`config.mk`:
```
export PLATFORM = sky130hd
export DESIGN_NAME = pwm_duty_ramp_flat
export DESIGN_NICKNAME = d
export VERILOG_FILES = /design/src/rtl/pwm_duty_ramp_if.sv /design/src/rtl/pwm_duty_ramp.sv /design/src/flat_wrapper.sv
export SDC_FILE = /design/constraint.sdc
export NUM_CORES = 1
export LEC_CHECK = 0
export BUFFER_PORTS_ARGS = -buffer_cell sky130_fd_sc_hd__clkbuf_2
export CELL_PAD_IN_SITES_DETAIL_PLACEMENT = 1
export CELL_PAD_IN_SITES_GLOBAL_PLACEMENT = 1
export CORE_MARGIN = 3
export CORE_UTILIZATION = 45
export DETAILED_ROUTE_END_ITERATION = 6
export PLACE_DENSITY = 0.79
export SYNTH_ARGS = -nofsm -noshare
export SYNTH_HDL_FRONTEND = slang
export SYNTH_SLANG_ARGS = --single-unit
export TNS_END_PERCENT = 10
```
`constraint.sdc`:
```
create_clock -name clk -period 5.95 [get_ports clk]
set_input_delay 1.19 -clock clk [delete_from_list [all_inputs] [get_ports clk]]
set_output_delay 1.19 -clock clk [all_outputs]
set_load 0.05 [all_outputs]
```
`src/rtl/pwm_duty_ramp_if.sv`:
```
// pwm_duty_ramp_if: control/status bundle between the SPI register bank side
// (master) and the duty slew-rate limiter (slave).
//
// There is no valid/ready handshake on this bundle: ramp_en and target_duty
// are levels that the slave samples on every clock edge, and duty_out/busy/done
// are registered levels (done is a one-cycle pulse) that the master may sample
// at any time away from the clock edge.
interface pwm_duty_ramp_if;
    logic       ramp_en;
    logic [7:0] target_duty;
    logic [7:0] duty_out;
    logic       busy;
    logic       done;
    logic [1:0] state_dbg;   // raw FSM state, for checkers and bring-up

    modport master (
        output ramp_en,
        output target_duty,
        input  duty_out,
        input  busy,
        input  done,
        input  state_dbg
    );

    modport slave (
        input  ramp_en,
        input  target_duty,
        output duty_out,
        output busy,
        output done,
        output state_dbg
    );
endinterface

```
`src/rtl/pwm_duty_ramp.sv`:
```
// pwm_duty_ramp: slew-rate limiter between the SPI duty register and the PWM
// peripheral. With ramp_en=1 the applied duty walks toward target_duty by
// STEP_SIZE LSBs every STEP_CYCLES clocks, never overshooting; with ramp_en=0
// the target passes straight through one cycle later.
//
// Optional build macro RAMP_FAST_OFF_EN: when defined, a target of 0x00 with
// ramp_en=1 shuts the output off on the next edge instead of ramping down.
module pwm_duty_ramp #(
    parameter int STEP_CYCLES = 1000,  // clk cycles between duty steps (>=1)
    parameter int STEP_SIZE   = 1      // duty LSBs per step (1..255)
) (
    input  logic             clk,
    input  logic             rst_n,
    pwm_duty_ramp_if.slave   bus
);

    typedef enum logic [1:0] {
        IDLE      = 2'd0,
        RAMP_UP   = 2'd1,
        RAMP_DOWN = 2'd2
    } state_t;

    localparam int            PW    = (STEP_CYCLES > 1) ? $clog2(STEP_CYCLES) : 1;
    localparam logic [PW-1:0] LAST  = PW'(STEP_CYCLES - 1);
    localparam logic [8:0]    STEP9 = 9'(STEP_SIZE);

    state_t        state_q, state_d;
    logic [PW-1:0] presc_q, presc_d;
    logic [7:0]    duty_q,  duty_d;
    logic          done_q,  done_d;

    // 9-bit distance to target and the clamped step, so a step can never
    // carry past 0xFF, borrow below 0x00, or jump over the target.
    logic [8:0] tgt9, duty9, gap9, step9;
    logic       landed;

    // Distance and clamped step toward the target.
    always_comb begin
        tgt9   = {1'b0, bus.target_duty};
        duty9  = {1'b0, duty_q};
        gap9   = (tgt9 > duty9) ? (tgt9 - duty9) : (duty9 - tgt9);
        step9  = (gap9 < STEP9) ? gap9 : STEP9;
        landed = (step9 == gap9);
    end

    // Next-state, prescaler, duty and done decode.
    always_comb begin
        state_d = state_q;
        presc_d = presc_q;
        duty_d  = duty_q;
        done_d  = 1'b0;

        if (!bus.ramp_en) begin
            // Bypass: follow the target, abandon any ramp silently.
            duty_d  = bus.target_duty;
            state_d = IDLE;
            presc_d = '0;
`ifdef RAMP_FAST_OFF_EN
        end else if (bus.target_duty == 8'h00) begin
            // Immediate shutdown; report completion only if we actually moved.
            duty_d  = 8'h00;
            state_d = IDLE;
            presc_d = '0;
            done_d  = (duty_q != 8'h00);
`endif
        end else begin
            case (state_q)
                IDLE: begin
                    if (bus.target_duty > duty_q) begin
                        state_d = RAMP_UP;
                        presc_d = '0;
                    end else if (bus.target_duty < duty_q) begin
                        state_d = RAMP_DOWN;
                        presc_d = '0;
                    end
                end
                RAMP_UP, RAMP_DOWN: begin
                    if (bus.target_duty == duty_q) begin
                        // Target moved onto us: finish without a step.
                        state_d = IDLE;
                        presc_d = '0;
                        done_d  = 1'b1;
                    end else if ((bus.target_duty > duty_q) != (state_q == RAMP_UP)) begin
                        // Target crossed to the other side: reverse, restart timing.
                        state_d = (bus.target_duty > duty_q) ? RAMP_UP : RAMP_DOWN;
                        presc_d = '0;
                    end else if (presc_q == LAST) begin
                        presc_d = '0;
                        duty_d  = (state_q == RAMP_UP) ? (duty_q + step9[7:0])
                                                       : (duty_q - step9[7:0]);
                        if (landed) begin
                            state_d = IDLE;
                            done_d  = 1'b1;
                        end
                    end else begin
                        presc_d = presc_q + PW'(1);
                    end
                end
                default: begin
                    state_d = IDLE;
                    presc_d = '0;
                end
            endcase
        end
    end

    // State register; reset aborts any ramp at once.
    always_ff @(posedge clk or negedge rst_n) begin
        if (!rst_n) begin
            state_q <= IDLE;
            presc_q <= '0;
            duty_q  <= 8'h00;
            done_q  <= 1'b0;
        end else begin
            state_q <= state_d;
            presc_q <= presc_d;
            duty_q  <= duty_d;
            done_q  <= done_d;
        end
    end

    assign bus.duty_out  = duty_q;
    assign bus.done      = done_q;
    assign bus.busy      = (state_q != IDLE);
    assign bus.state_dbg = state_q;

endmodule

```
`src/flat_wrapper.sv`:
```
// flat-port wrapper written by rule: the top's interface ports become plain ports
module pwm_duty_ramp_flat 
#(
    parameter int STEP_CYCLES = 1000,                                        
    parameter int STEP_SIZE   = 1                                    
)
  (clk, rst_n, bus_ramp_en, bus_target_duty, bus_duty_out, bus_busy, bus_done, bus_state_dbg);
  pwm_duty_ramp_if bus_i ();
  input  logic clk;
  input  logic rst_n;
  input wire logic [$bits(bus_i.ramp_en)-1:0] bus_ramp_en;
  input wire logic [$bits(bus_i.target_duty)-1:0] bus_target_duty;
  output wire logic [$bits(bus_i.duty_out)-1:0] bus_duty_out;
  output wire logic [$bits(bus_i.busy)-1:0] bus_busy;
  output wire logic [$bits(bus_i.done)-1:0] bus_done;
  output wire logic [$bits(bus_i.state_dbg)-1:0] bus_state_dbg;
  assign bus_i.ramp_en = bus_ramp_en;
  assign bus_i.target_duty = bus_target_duty;
  assign bus_duty_out = bus_i.duty_out;
  assign bus_busy = bus_i.busy;
  assign bus_done = bus_i.done;
  assign bus_state_dbg = bus_i.state_dbg;
  pwm_duty_ramp #(.STEP_CYCLES(STEP_CYCLES), .STEP_SIZE(STEP_SIZE)) u_core (.clk(clk), .rst_n(rst_n), .bus(bus_i));
endmodule
```
==> run_results.csv <==
group,metric,value,unit
logic_synthesis,synth-simple-area-share,20.0,%
timing,holdWs,0.511,ns
worst_setup_path,slowest_stage,"or4_4",
timing,tns,0,ns
timing,hold_violations,0,
worst_hold_path,min_path_type,"reg -> reg",
floorplan,initial_core_util,48.3,%
worst_setup_path,reg2reg_from,"u_core.bus.duty_out[4]",
layout,fin_nets,355,
floorplan,die_area,6170,µm²
logic_synthesis,synth_mux_area_share,6.23,%
timing,worst_slew_pin_slew,0.790,ns
logic_synthesis,ys_warn_count,0,
logic_synthesis,ys_types,57,
worst_setup_path,crit_arrival,5.70,ns
worst_setup_path,worstPathRequired,6.10,ns
logic_synthesis,synth_compound_area_share,22.8,%
global_routing,overflow,0,
layout,syn2layout_area_growth,10.6,%
status,status,"finished, final reports clean",
floorplan,die_w,78.6,µm
placement,hpwl,5090,µm
power_and_ir_drop,switching_share,49.6,%
worst_setup_path,r2r_cells,21,
cts,clk_pin_slew,0.08,ns
cts,cts_buffer_depth,2,
power_and_ir_drop,p_clk_share,12.4,%
power_and_ir_drop,p_int,394,µW
cts,numCtsBuffers,3,
cts,h-tree-depth,1,
power_and_ir_drop,share_comb_of_total_power,64.3,%
cts,cts_root_buffer,"clkbuf_8",
worst_setup_path,cp-end-kind,"register",
timing,worst_slack,0.397,ns
layout,diodes,0,
worst_setup_path,critical_path.max_fanout,14,
worst_setup_path,critPathKind,"in -> reg",
power_and_ir_drop,p_sw,387,µW
timing,fmax,180,MHz
layout,most-common-layout-cells,"nor2_1, ha_1, inv_1",
timing,fin_crit_sh,93.3,%
placement,dp_slack,0.0409,ns
route,drc_errors,0,
logic_synthesis,ys_seq_area_share,22.2,%
logic_synthesis,synth_top_family_by_area,"compound AO/OA/AOI/OAI gates",
logic_synthesis,synthesis.instances,287,
worst_setup_path,cp_common_cell,"ha_1",
power_and_ir_drop,p_seq_share,23.3,%
worst_setup_path,timing.rr.end,"u_core.bus.duty_out[7]",
route,avgRoutedWirePerCell,17.3,µm
route,via_count,2166,
route,drt-initial-drc-count,133,
worst_hold_path,worstHoldStart,"u_core.presc_q[1]",
power_and_ir_drop,peakVddDrop,0.000152,V
timing,slew_headroom,47.4,%
logic_synthesis,synthArstFlopShare,100,%
timing,rsz0062_at_grt,"no",
worst_hold_path,hold_depth,2,
global_routing,track_usage,22.7,%
floorplan,coreArea,4910,µm²
global_routing,grt_pass1_wl,11200,µm
worst_hold_path,min_to,"u_core.presc_q[1]",
logic_synthesis,ys_ff_latch,21,
global_routing,grt_pass1_vias,2272,
logic_synthesis,netlist_area,2370,µm²
layout,final_common_cell,"nor2_1",
route,wl,6490,µm
timing,setup-violations-final,0,
worst_setup_path,cpPeakStageDelay,0.50,ns
floorplan,dieHeight,78.6,µm
logic_synthesis,syn_avg_cell_area,8.26,µm²
floorplan,pin_count,23,
worst_setup_path,crit_chain,"clkbuf_2, ha_1, nand4_1, a21oi_2, or4_4, a2111oi_4, nor3b_1, buf_4, o21ai_0, inv_1, ha_1, nor2b_1, ha_1, a21o_1, a21oi_1, o21bai_1, a21oi_1, o21ai_1, nand3_1, mux2i_1, or3_1",
timing,drv_slew,0,
layout,multi_input_area,1710,µm²
floorplan,row_count,25,
logic_synthesis,synth_edf_count,0,
worst_setup_path,regToRegSetupSlack,0.91,ns
global_routing,antenna_found_initial,0,
power_and_ir_drop,power.density,298,nW/µm²
layout,drive_gt1_share,15.5,%
logic_synthesis,syn_nets,332,
logic_synthesis,synthAdderAreaFrac,18.9,%
cts,clk_latency,0.26,ns
logic_synthesis,synth_ff_type,"dfrtp_1",
route,ant_nets,0,
timing,skew,0.00283,ns
job,cap_viol_max_count,0,
worst_setup_path,start_kind,"primary input",
worst_setup_path,startpoint,"bus_target_duty[4]",
cts,cts_tree,"done",
route,first_pass_iters,4,
cts,clock-sinks,21,
global_routing,grt_max_degree,23,
placement,routabilityCongestion,0.831,
placement,port_buffers,22,
logic_synthesis,synthXorXnorAreaFrac,3.33,%
route,routed_via_density,5.76,
layout,seqCellArea,526,µm²
layout,fillers,616,
timing,fin_crit,5.55,ns
power_and_ir_drop,cellLeakagePower,0.00122,µW
[critical path, delay by kind of cell]
| family | cells | cell delay, ns |
|---|---|---|
| and+or+nand+nor | 6 | 1.64 |
| adders and majority gates | 3 | 0.98 |
| muxes | 1 | 0.08 |
| buffers and inverters | 3 | 0.36 |
| AOI/OAI and AO/OA | 8 | 1.44 |
[through the flow]
step / std cells / cell area (µm²) / power [µW] / util (%)
global route: 376 / 2620 / 850 / 53.4
finish: 376 / 2620 / 781 / 53.4
detailed placement: 372 / 2560 / 678 / 52.2
CTS: 376 / 2610 / 781 / 53.1
floorplan: 287 / 2370 / 562 / -
global placement: 372 / 2560 / 661 / 52.2
[worst max-delay path by stage]
stage,end,slack [ns],cells past startpoint
finish,u_core.bus.duty_out[7],0.40,21
global placement,u_core.bus.duty_out[7],0.19,22
detailed placement,u_core.bus.duty_out[7],0.04,22
floorplan,u_core.bus.duty_out[7],0.53,21
CTS,u_core.bus.duty_out[7],0.31,22
global route,u_core.bus.duty_out[7],0.01,22
[cell families after synthesis]
kind of cell / count (synthesis)
AO/OA/AOI/OAI: 78
adder cells (fa/ha/maj): 34
buffers and inverters: 37
multiplexers: 14
other: 1
flip-flops: 21
XOR/XNOR: 9
AND/OR/NAND/NOR: 93
[power by group through the flow]
stage	Clock, µW	Combinational [µW]	Sequential (µW)
2_1_floorplan	0	339	223
3_3_place_gp	0	478	183
3_5_place_dp	0	494	184
4_1_cts	102	498	181
5_1_grt	105	559	186
6_report	97.0	502	182
[flip-flops by register name, indices dropped and copies added, names as in the netlist]
| signal | count |
|---|---|
| u_core.presc_q | 10 |
| u_core.bus.state_dbg | 2 |
| u_core.bus.done | 1 |
| u_core.bus.duty_out | 8 |
[area by class of cell]
class	instances	share of cell area, %
Timing Repair Buffer	29	6.21
Clock inverter	1	0.191
Inverter	26	3.72
Tap cell	67	3.20
Multi-Input combinational cell	229	65.1
Clock buffer	3	1.58
Sequential cell	21	20.0
[routing by layer]
metal | vias up | routed length [µm] | global-route usage [%]
met3 | 6 | 158 | 2.06
li1 | 1059 | - | -
met5 | - | 0 | 0
met1 | 1077 | 3130 | 31.9
met4 | 0 | 49 | 4.37
met2 | 24 | 3160 | 37.9
[synthesized netlist by cell type (3+ instances only)]
cell | n | area share [%]
nor2_1 | 33 | 5.2
ha_1 | 31 | 16
inv_1 | 25 | 4.0
o21ai_0 | 23 | 4.9
dfrtp_1 | 21 | 22
a21oi_1 | 20 | 4.2
nand2_1 | 16 | 2.5
mux2i_1 | 11 | 4.6
nand2b_1 | 8 | 2.1
clkbuf_1 | 6 | 0.95
and3_1 | 5 | 1.3
nand4_1 | 5 | 1.3
xnor2_1 | 5 | 1.8
buf_2 | 4 | 0.84
nand3_1 | 4 | 0.84
nor2b_1 | 4 | 1.1
o31ai_1 | 4 | 1.3
xor2_1 | 4 | 1.5
a211o_1 | 3 | 1.1
fa_1 | 3 | 2.5
nand3b_1 | 3 | 0.95
nor3_1 | 3 | 0.63
o21a_1 | 3 | 0.95
[what timing repair did]
item                       in CTS  in global routing
hold endpoints to repair        0                  0
setup buffers                   0                  0
setup endpoints to repair       0                  1
gates resized for setup         0                  4
hold buffers                    0                  0
No activity file was read; power rests on OpenSTA's default activity.
